## src/rtl/fifo_ram_ctrl.sv

```systemverilog
// FIFO controller driving an external 16x8 synchronous dual-port RAM.
// Only the pointers, status pulses and flag decode live here; the data is held in the RAM.
module fifo_ram_ctrl #(
  parameter int RAM_WIDTH     = 8,
  parameter int RAM_DEPTH     = 16,
  parameter int ADDR_SIZE     = 4,
  parameter int AFULL_THRESH  = 12,
  parameter int AEMPTY_THRESH = 4
) (
  input  logic                 clk,
  input  logic                 rst,
  input  logic                 push,
  input  logic [RAM_WIDTH-1:0] push_data,
  input  logic                 pop,
  output logic [RAM_WIDTH-1:0] pop_data,
  output logic                 pop_valid,
  output logic                 full,
  output logic                 empty,
  output logic                 almost_full,
  output logic                 almost_empty,
  output logic [ADDR_SIZE:0]   count,
  output logic                 overflow,
  output logic                 underflow,
  output logic                 ram_wr_enb,
  output logic [ADDR_SIZE-1:0] ram_wr_addr,
  output logic [RAM_WIDTH-1:0] ram_data_in,
  output logic                 ram_rd_enb,
  output logic [ADDR_SIZE-1:0] ram_rd_addr,
  input  logic [RAM_WIDTH-1:0] ram_data_out
);

  localparam int PW = ADDR_SIZE + 1;

  logic [PW-1:0] wr_ptr_q, wr_ptr_d;
  logic [PW-1:0] rd_ptr_q, rd_ptr_d;
  logic          pop_valid_q, pop_valid_d;
  logic          overflow_q, overflow_d;
  logic          underflow_q, underflow_d;
  logic          push_acc, pop_acc;

  // Occupancy and flags come from the registered pointers only. The extra wrap
  // bit makes count reach RAM_DEPTH exactly when the wrap bits differ and the
  // address bits match.
  assign count        = wr_ptr_q - rd_ptr_q;
  assign empty        = (wr_ptr_q == rd_ptr_q);
  assign full         = (count == PW'(RAM_DEPTH));
  assign almost_full  = (count >= PW'(AFULL_THRESH));
  assign almost_empty = (count <= PW'(AEMPTY_THRESH));

  assign push_acc = push & ~full;
  assign pop_acc  = pop & ~empty;

  assign ram_wr_enb  = push_acc;
  assign ram_wr_addr = wr_ptr_q[ADDR_SIZE-1:0];
  assign ram_data_in = push_data;
  assign ram_rd_enb  = pop_acc;
  assign ram_rd_addr = rd_ptr_q[ADDR_SIZE-1:0];

  // The RAM registers its read data, so it lines up with pop_valid with no extra staging.
  assign pop_data  = ram_data_out;
  assign pop_valid = pop_valid_q;
  assign overflow  = overflow_q;
  assign underflow = underflow_q;

  always_comb begin
    wr_ptr_d    = wr_ptr_q;
    rd_ptr_d    = rd_ptr_q;
    if (push_acc) wr_ptr_d = wr_ptr_q + PW'(1);
    if (pop_acc)  rd_ptr_d = rd_ptr_q + PW'(1);
    pop_valid_d = pop_acc;
    overflow_d  = push & full;
    underflow_d = pop & empty;
  end

  always_ff @(posedge clk or posedge rst) begin
    if (rst) begin
      wr_ptr_q    <= '0;
      rd_ptr_q    <= '0;
      pop_valid_q <= 1'b0;
      overflow_q  <= 1'b0;
      underflow_q <= 1'b0;
    end else begin
      wr_ptr_q    <= wr_ptr_d;
      rd_ptr_q    <= rd_ptr_d;
      pop_valid_q <= pop_valid_d;
      overflow_q  <= overflow_d;
      underflow_q <= underflow_d;
    end
  end

endmodule

```

## config.mk

```make
export PLATFORM = sky130hd
export DESIGN_NAME = fifo_ram_ctrl
export DESIGN_NICKNAME = d
export VERILOG_FILES = /design/src/rtl/fifo_ram_ctrl.sv
export SDC_FILE = /design/constraint.sdc
export NUM_CORES = 1
export LEC_CHECK = 0
export CAP_MARGIN = 20
export CELL_PAD_IN_SITES_DETAIL_PLACEMENT = 0
export CELL_PAD_IN_SITES_GLOBAL_PLACEMENT = 1
export CORE_MARGIN = 2
export CORE_UTILIZATION = 26
export DETAILED_ROUTE_END_ITERATION = 16
export GPL_TIMING_DRIVEN = 1
export HOLD_SLACK_MARGIN = 0.03
export PLACE_DENSITY_LB_ADDON = 0.2
export SYNTH_ARGS = -nofsm -noshare
export SYNTH_HDL_FRONTEND = slang
export SYNTH_SLANG_ARGS = --single-unit
```

## constraint.sdc

```tcl
create_clock -name clk -period 2.54 [get_ports clk]
set_input_delay 0.508 -clock clk [delete_from_list [all_inputs] [get_ports clk]]
set_output_delay 0.508 -clock clk [all_outputs]
set_load 0.01 [all_outputs]
```

==> key figures, run 1 <==
Logic synthesis
  – Predominant post-synthesis flop cell: dfrtp_1
  – Multiplexer share of the synthesized area: 0.0154
  – Post-synth top cells: buf_4 (24), dfrtp_1 (13), inv_1 (10)
  – Synth Area in Adders: 0.0978
  – Post-Syn Area: 972 um2
  – Synth area leaders: dfrtp_1 (33%), buf_4 (19%), ha_1 (7.7%), xor2_1 (4.5%), inv_1 (3.9%)
  – Sequential area share after synthesis: 0.335
  – Xor-xnor portion of the synthesized cell area: 0.131
  – Post-synth top area cell: dfrtp_1
  – Post-synth top area share: 0.335
  – Asr flop ratio synth: 1.00
  – Number of synthesized flops with an enable pin: 0
  – Compound-gate portion of the synthesized area: 0.0746
  – #FFs+latches synth: 13
  – Syn Nets: 125
  – Largest family of logic cells by synthesized area: buffers and inverters
  – Synthesis Warnings: 0
  – Top-count cell post-synth: buf_4
  – Post-Syn Area per Cell: 9.92 um2
  – Simple-gate share of the synthesized area: 0.113
  – Cells after Synth: 98
  – Count of unique library cells instantiated by Yosys: 27

Detailed routing
  – Routed len/inst: 11.7 um
  – DRT iter0 DRCs: 13
  – DR pass1 iterations: 5
  – # DRC: 0
  – Vias: 746
  – Routed Antenna Nets: 0
  – Final wirelength: 2170 um
  – Vias per std cell: 4.01

Critical path
  – Crit Path Class: reg -> out
  – Critical Path RT: 2030 ps
  – Reg2Reg Depth: 12
  – Crit path max fanout: 3
  – Worst reg2reg path startpoint: rd_ptr_q[0]$_DFFE_PP0P_
  – Crit path arrival time: 2060 ps
  – Critical Path End Type: output pin
  – CP Launch Type: register
  – Setup crit start: rd_ptr_q[0]$_DFFE_PP0P_

STA
  – Worst setup margin: -28.2 ps
  – Achievable Freq: 389 MHz
  – Part of the cycle the worst path needs: 1.01
  – Final setup fails: 2
  – Rel. slew slack: 0.641
  – Final setup TNS: -44.2 ps
  – Final number of hold-violating endpoints: 0
  – Layout Skew: 3.79 ps
  – Fin. max-slew vios: 0
  – Final min period: 2570 ps
  – RSZ-0062 raised after global routing: yes
  – Slew @ Worst Pin: 538 ps

Placement
  – Gpl congestion: 0.817
  – DP HPWL: 1640 um
  – # port buffers: 25

Hold path
  – Hold path startpoint: wr_ptr_q[4]$_DFFE_PP0P_
  – Hold path cells: 1
  – Hold WC Path Type: reg -> reg

Finish
  – Sequential Area: 325 um2
  – # diodes: 0
  – Area Growth Syn to Fin: 53.5%
  – Fin nets: 166
  – FILL cells: 374
  – Share of cells above drive strength 1: 0.471
  – Area taken by multi-input logic gates: 508 um2

CTS
  – Clock Latency Late Sink: 240 ps
  – CTS tree: yes
  – Worst-path clk slew: 60 ps
  – Post-CTS Hold Buffers: 0
  – Root buffer cell: clkbuf_8
  – Clk sinks: 13
  – TritonCTS Buffers: 3
  – H-Tree Depth: 1
  – CTS Buffer Depth: 2

Floorplan
  – CORE AREA: 3630 um2
  – DIE WIDTH: 65.2 um
  – Die Ht: 65.2 um
  – Initial core utilization: 0.268
  – IO Pins: 58
  – Num rows: 22
  – Die area: 4240 um2

Global route
  – Vias in the first global route: 756
  – First-pass GRT wire length: 3810 um
  – GRT Util Overall: 0.121
  – GRT overflow: 0
  – Initial antenna violation count: 0
  – Pin count of the biggest net entering global routing: 14

Outcome
  – Failing checks: setup timing
  – Outcome: complete, but fails checks

Flow run
  – Max_cap viols: 0
## state kept, by name, summed over array words and instances (netlist names)
signal     count
wr_ptr_q       5
pop_valid      1
overflow       1
underflow      1
rd_ptr_q       5
## critical path, stage by stage, from the launching register on
cell and delay (ps):
dfrtp_1 400, ha_4 170, buf_4 120, buf_4 120, buf_4 120, o21ai_2 160
xnor2_2 100, buf_4 150, buf_4 140, a31oi_4 180, buf_2 150
## layout make-up
| class | instances | area share |
|---|---|---|
| Timing Repair Buffer | 61 | 0.344 |
| Multi-Input combinational cell | 49 | 0.340 |
| Sequential cell | 13 | 0.218 |
| Tap cell | 48 | 0.0402 |
| Clock buffer | 4 | 0.0302 |
| Inverter | 11 | 0.0277 |
## what timing repair did
item	CTS	global route
endpoints found under the hold margin	0	0
buffers inserted	9	3
gates cloned	0	0
resized for setup	39	8
setup endpoints to repair	10	6
pin swaps	6	5
## layer usage
metal,global-route usage,up-vias,share of wire
li1,-,374,-
met1,0.165,347,0.46
met2,0.171,19,0.47
met3,0.0205,6,0.047
met4,0.0911,0,0.027
met5,0,-,0
## cells in the final DEF (no fill, tap or decap), types with 3 or more instances in the layout
cell type and count:
buf_4 34, clkdlybuf4s50_1 15, dfrtp_1 13, inv_1 7
nand2_1 5, inv_2 4, xnor2_1 4, xor2_1 4
nand4_1 4, ha_1 4, buf_6 4, dlygate4sd2_1 4
nor3_4 3, a31oi_1 3, clkbuf_8 3, buf_2 3
## path summary, 6_finish.rpt
check / end / slack, ps
max: ram_wr_enb / -30
min: wr_ptr_q[4]$_DFFE_PP0P_ / 520
max reg2reg: wr_ptr_q[1]$_DFFE_PP0P_ / 230
min reg2reg: wr_ptr_q[4]$_DFFE_PP0P_ / 520
max in group asynchronous: wr_ptr_q[0]$_DFFE_PP0P_ / 1570
min in group asynchronous: wr_ptr_q[1]$_DFFE_PP0P_ / 610
## cell families (layout without fill, tap and decap cells)
group | after synthesis | after routing
flip-flops | 13 | 13
AND/OR/NAND/NOR | 19 | 19
multiplexers | 1 | 1
adder cells (fa/ha/maj) | 7 | 7
AO/OA/AOI/OAI | 10 | 10
XOR/XNOR | 12 | 12
buffers and inverters | 36 | 76
## stage by stage
stage                     std cells  cell area, um2   util  hold WS, ps  setup WS, ps
final                           186            1490  0.411          522         -28.2
after global routing            186            1490  0.411          551          -124
after CTS                       183            1440  0.395          527          -111
after detailed placement        170            1280  0.352          515          -307
after global placement          170            1280  0.352          510          -280
after floorplan                  98             972      -          385           134
Power of run 1 is not shown: default switching activity piles up to over one toggle a cycle in this logic, so the estimate is an artifact.
==> run 2, diff against run 1 <==
--- a/config.mk
+++ b/config.mk
@@ -15,2 +15,3 @@
 export HOLD_SLACK_MARGIN = 0.03
+export MAX_ROUTING_LAYER = met4
 export PLACE_DENSITY_LB_ADDON = 0.2
==> constraint.sdc (replaced) <==
create_clock -name clk -period 2.54 [get_ports clk]
set_input_delay 0.381 -clock clk [delete_from_list [all_inputs] [get_ports clk]]
set_output_delay 0.381 -clock clk [all_outputs]
set_load 0.01 [all_outputs]
==> run 2 against run 1 <==
Effect of this change: via count is 6.8% lower; setup slack better by 110 ps; final area is 7.2% lower; hold slack worse by 52 ps; clock-buffer cell count stayed put; the run now ends clean; critical path type unchanged; sequential share of layout area is 1.7 points higher; highest routed layer unchanged; critical path depth is 1 lower; clock skew is 1.3 ps higher; routed wire length is 4.7% lower; final cell count is 5.9% lower.
==> key figures, run 2 (synthesis results as in run 1) <==
CTS
  – Clk sinks: 13 (unchanged)
  – Root buffer cell: clkbuf_8
  – TritonCTS Buffers: 3 (unchanged)
  – CTS Buffer Depth: 2 (unchanged)
  – CTS tree: yes
  – H-Tree Depth: 1 (unchanged)
  – Post-CTS Hold Buffers: 0 (unchanged)
  – Worst-path clk slew: 60 ps (about the same)
  – Clock Latency Late Sink: 250 ps (about the same)

Finish
  – Most common cell after layout, fill and taps aside: buf_4
  – Largest regs: rd_ptr_q: 5 flops, wr_ptr_q: 5 flops
  – Fin util: 0.381 (-0.0296)
  – Area Growth Syn to Fin: 42.5%
  – # diodes: 0 (unchanged)
  – Share of cells above drive strength 1: 0.394 (-0.0773)
  – Fin nets: 155 (-6.6%)
  – Most frequent cells in the layout: buf_4 (23), clkdlybuf4s50_1 (18), dfrtp_1 (13), inv_1 (9), nand2_1 (5)
  – Finished Cell Area: 1390 um2 (-7.2%)

Floorplan
  – Initial core utilization: 0.268 (unchanged)
  – IO Pins: 58 (unchanged)
  – Die area: 4240 um2 (unchanged)
  – Num rows: 22 (unchanged)
  – DIE WIDTH: 65.2 um (unchanged)
  – CORE AREA: 3630 um2 (unchanged)
  – Die Ht: 65.2 um (unchanged)

Detailed routing
  – Final wirelength: 2070 um (-4.7%)
  – Routed len/inst: 11.8 um (+1.3%)
  – Vias per std cell: 3.97 (-0.98%)
  – Routed Antenna Nets: 0 (unchanged)
  – # DRC: 0 (unchanged)
  – Vias: 695 (-6.8%)
  – DR pass1 iterations: 4 (-1)
  – DRT iter0 DRCs: 14 (+1)

Critical path
  – Worst reg2reg path startpoint: rd_ptr_q[0]$_DFFE_PP0P_
  – Flop2flop setup slack: 300 ps (+70 ps)
  – Critical Path RT: 2160 ps (+130 ps)
  – R2r endpoint: wr_ptr_q[1]$_DFFE_PP0P_
  – Crit path max fanout: 5 (+2)
  – Crit Path Class: reg -> out
  – Setup crit start: rd_ptr_q[0]$_DFFE_PP0P_
  – Critical Path End Type: output pin
  – Worst setup path end: almost_empty
  – Crit path arrival time: 2080 ps (+20 ps)
  – CP Launch Type: register
  – Reg2Reg Depth: 10 (-2)

Global route
  – First-pass GRT wire length: 3540 um (-7.1%)
  – GRT overflow: 0 (unchanged)
  – GRT Util Overall: 0.112 (-0.00885)
  – Pin count of the biggest net entering global routing: 14 (unchanged)
  – Vias in the first global route: 731 (-3.3%)
  – Initial antenna violation count: 0 (unchanged)

STA
  – Fin. max-slew vios: 0 (unchanged)
  – RSZ-0062 raised after global routing: yes
  – Worst hold slack: 470 ps (-51.9 ps)
  – Worst setup margin: 79.9 ps (+108 ps)
  – Slew @ Worst Pin: 522 ps (-16.3 ps)
  – Achievable Freq: 406 MHz (+4.4%)
  – Part of the cycle the worst path needs: 0.969 (-0.0425)
  – Final number of hold-violating endpoints: 0 (unchanged)
  – Rel. slew slack: 0.652 (+0.0109)
  – Layout Skew: 5.08 ps (+1.29 ps)
  – Final min period: 2460 ps (-108 ps)
  – Final setup fails: 0 (-2)

Placement
  – DP Worst Slack: -176 ps (+131 ps)
  – Placed instance area: 1250 um2 (-2.4%)
  – Gpl congestion: 0.787 (-3.6%)
  – DP HPWL: 1610 um (-1.8%)
  – # port buffers: 25 (unchanged)

Outcome
  – Outcome: finished, final reports clean

Hold path
  – Hold WC Path Type: in -> async

Flow run
  – Max_cap viols: 0 (unchanged)
run 2: cell types whose count changed in the layout (fill, tap and decap cells not counted), sizes merged:
cell	before	now
dlygate4sd2	4	2
clkdlybuf4s50	15	18
buf	41	29
run 2: what timing repair did:
item	CTS	global route
pin swaps	5	4
hold endpoints to repair	0	0
resized for setup	28	7
buffers inserted	3	2
endpoints found under the setup margin	6	7
run 2: worst min path at each step:
stage,end,slack (ps),depth (start not counted),from
2_1_floorplan,overflow$_DFF_PP0_,260,1,rst
3_3_place_gp,wr_ptr_q[4]$_DFFE_PP0P_,510,1,wr_ptr_q[4]$_DFFE_PP0P_
3_5_place_dp,wr_ptr_q[4]$_DFFE_PP0P_,510,1,wr_ptr_q[4]$_DFFE_PP0P_
4_1_cts,overflow$_DFF_PP0_,520,2,rst
5_1_grt,overflow$_DFF_PP0_,560,2,rst
6_report,overflow$_DFF_PP0_,470,2,rst
run 2: stage by stage:
stage / instances / setup TNS (ps)
detailed placement: 166 / -627
finish: 175 / 0
CTS: 173 / -23.3
global placement: 166 / -593
global route: 175 / -28.0
floorplan: 98 / 0
run 2: final cells by class:
cell class | count | area (um2)
fillers | 386 | 2250
inverters | 11 | 41.3
repair buffers | 50 | 425
multi-input cells | 49 | 488
clock buffers | 4 | 45.0
flip-flops and latches | 13 | 325
well taps | 48 | 60.1
run 2: worst max-delay path, cell delays in order, from the launching register on:
cell,delay [ps]
dfrtp_1,400
ha_4,180
fa_2,330
nand2b_4,160
a21oi_4,140
xnor2_2,100
buf_6,150
buf_4,130
nor3_4,90
buf_2,150
run 2: per-layer routing:
layer,wire (um),vias up,GRT usage
li1,-,352,-
met1,954,324,0.146
met2,1000,15,0.170
met3,87,4,0.0171
met4,23,0,0.0599
met5,0,-,-
Power of run 2 is left out for the same reason.
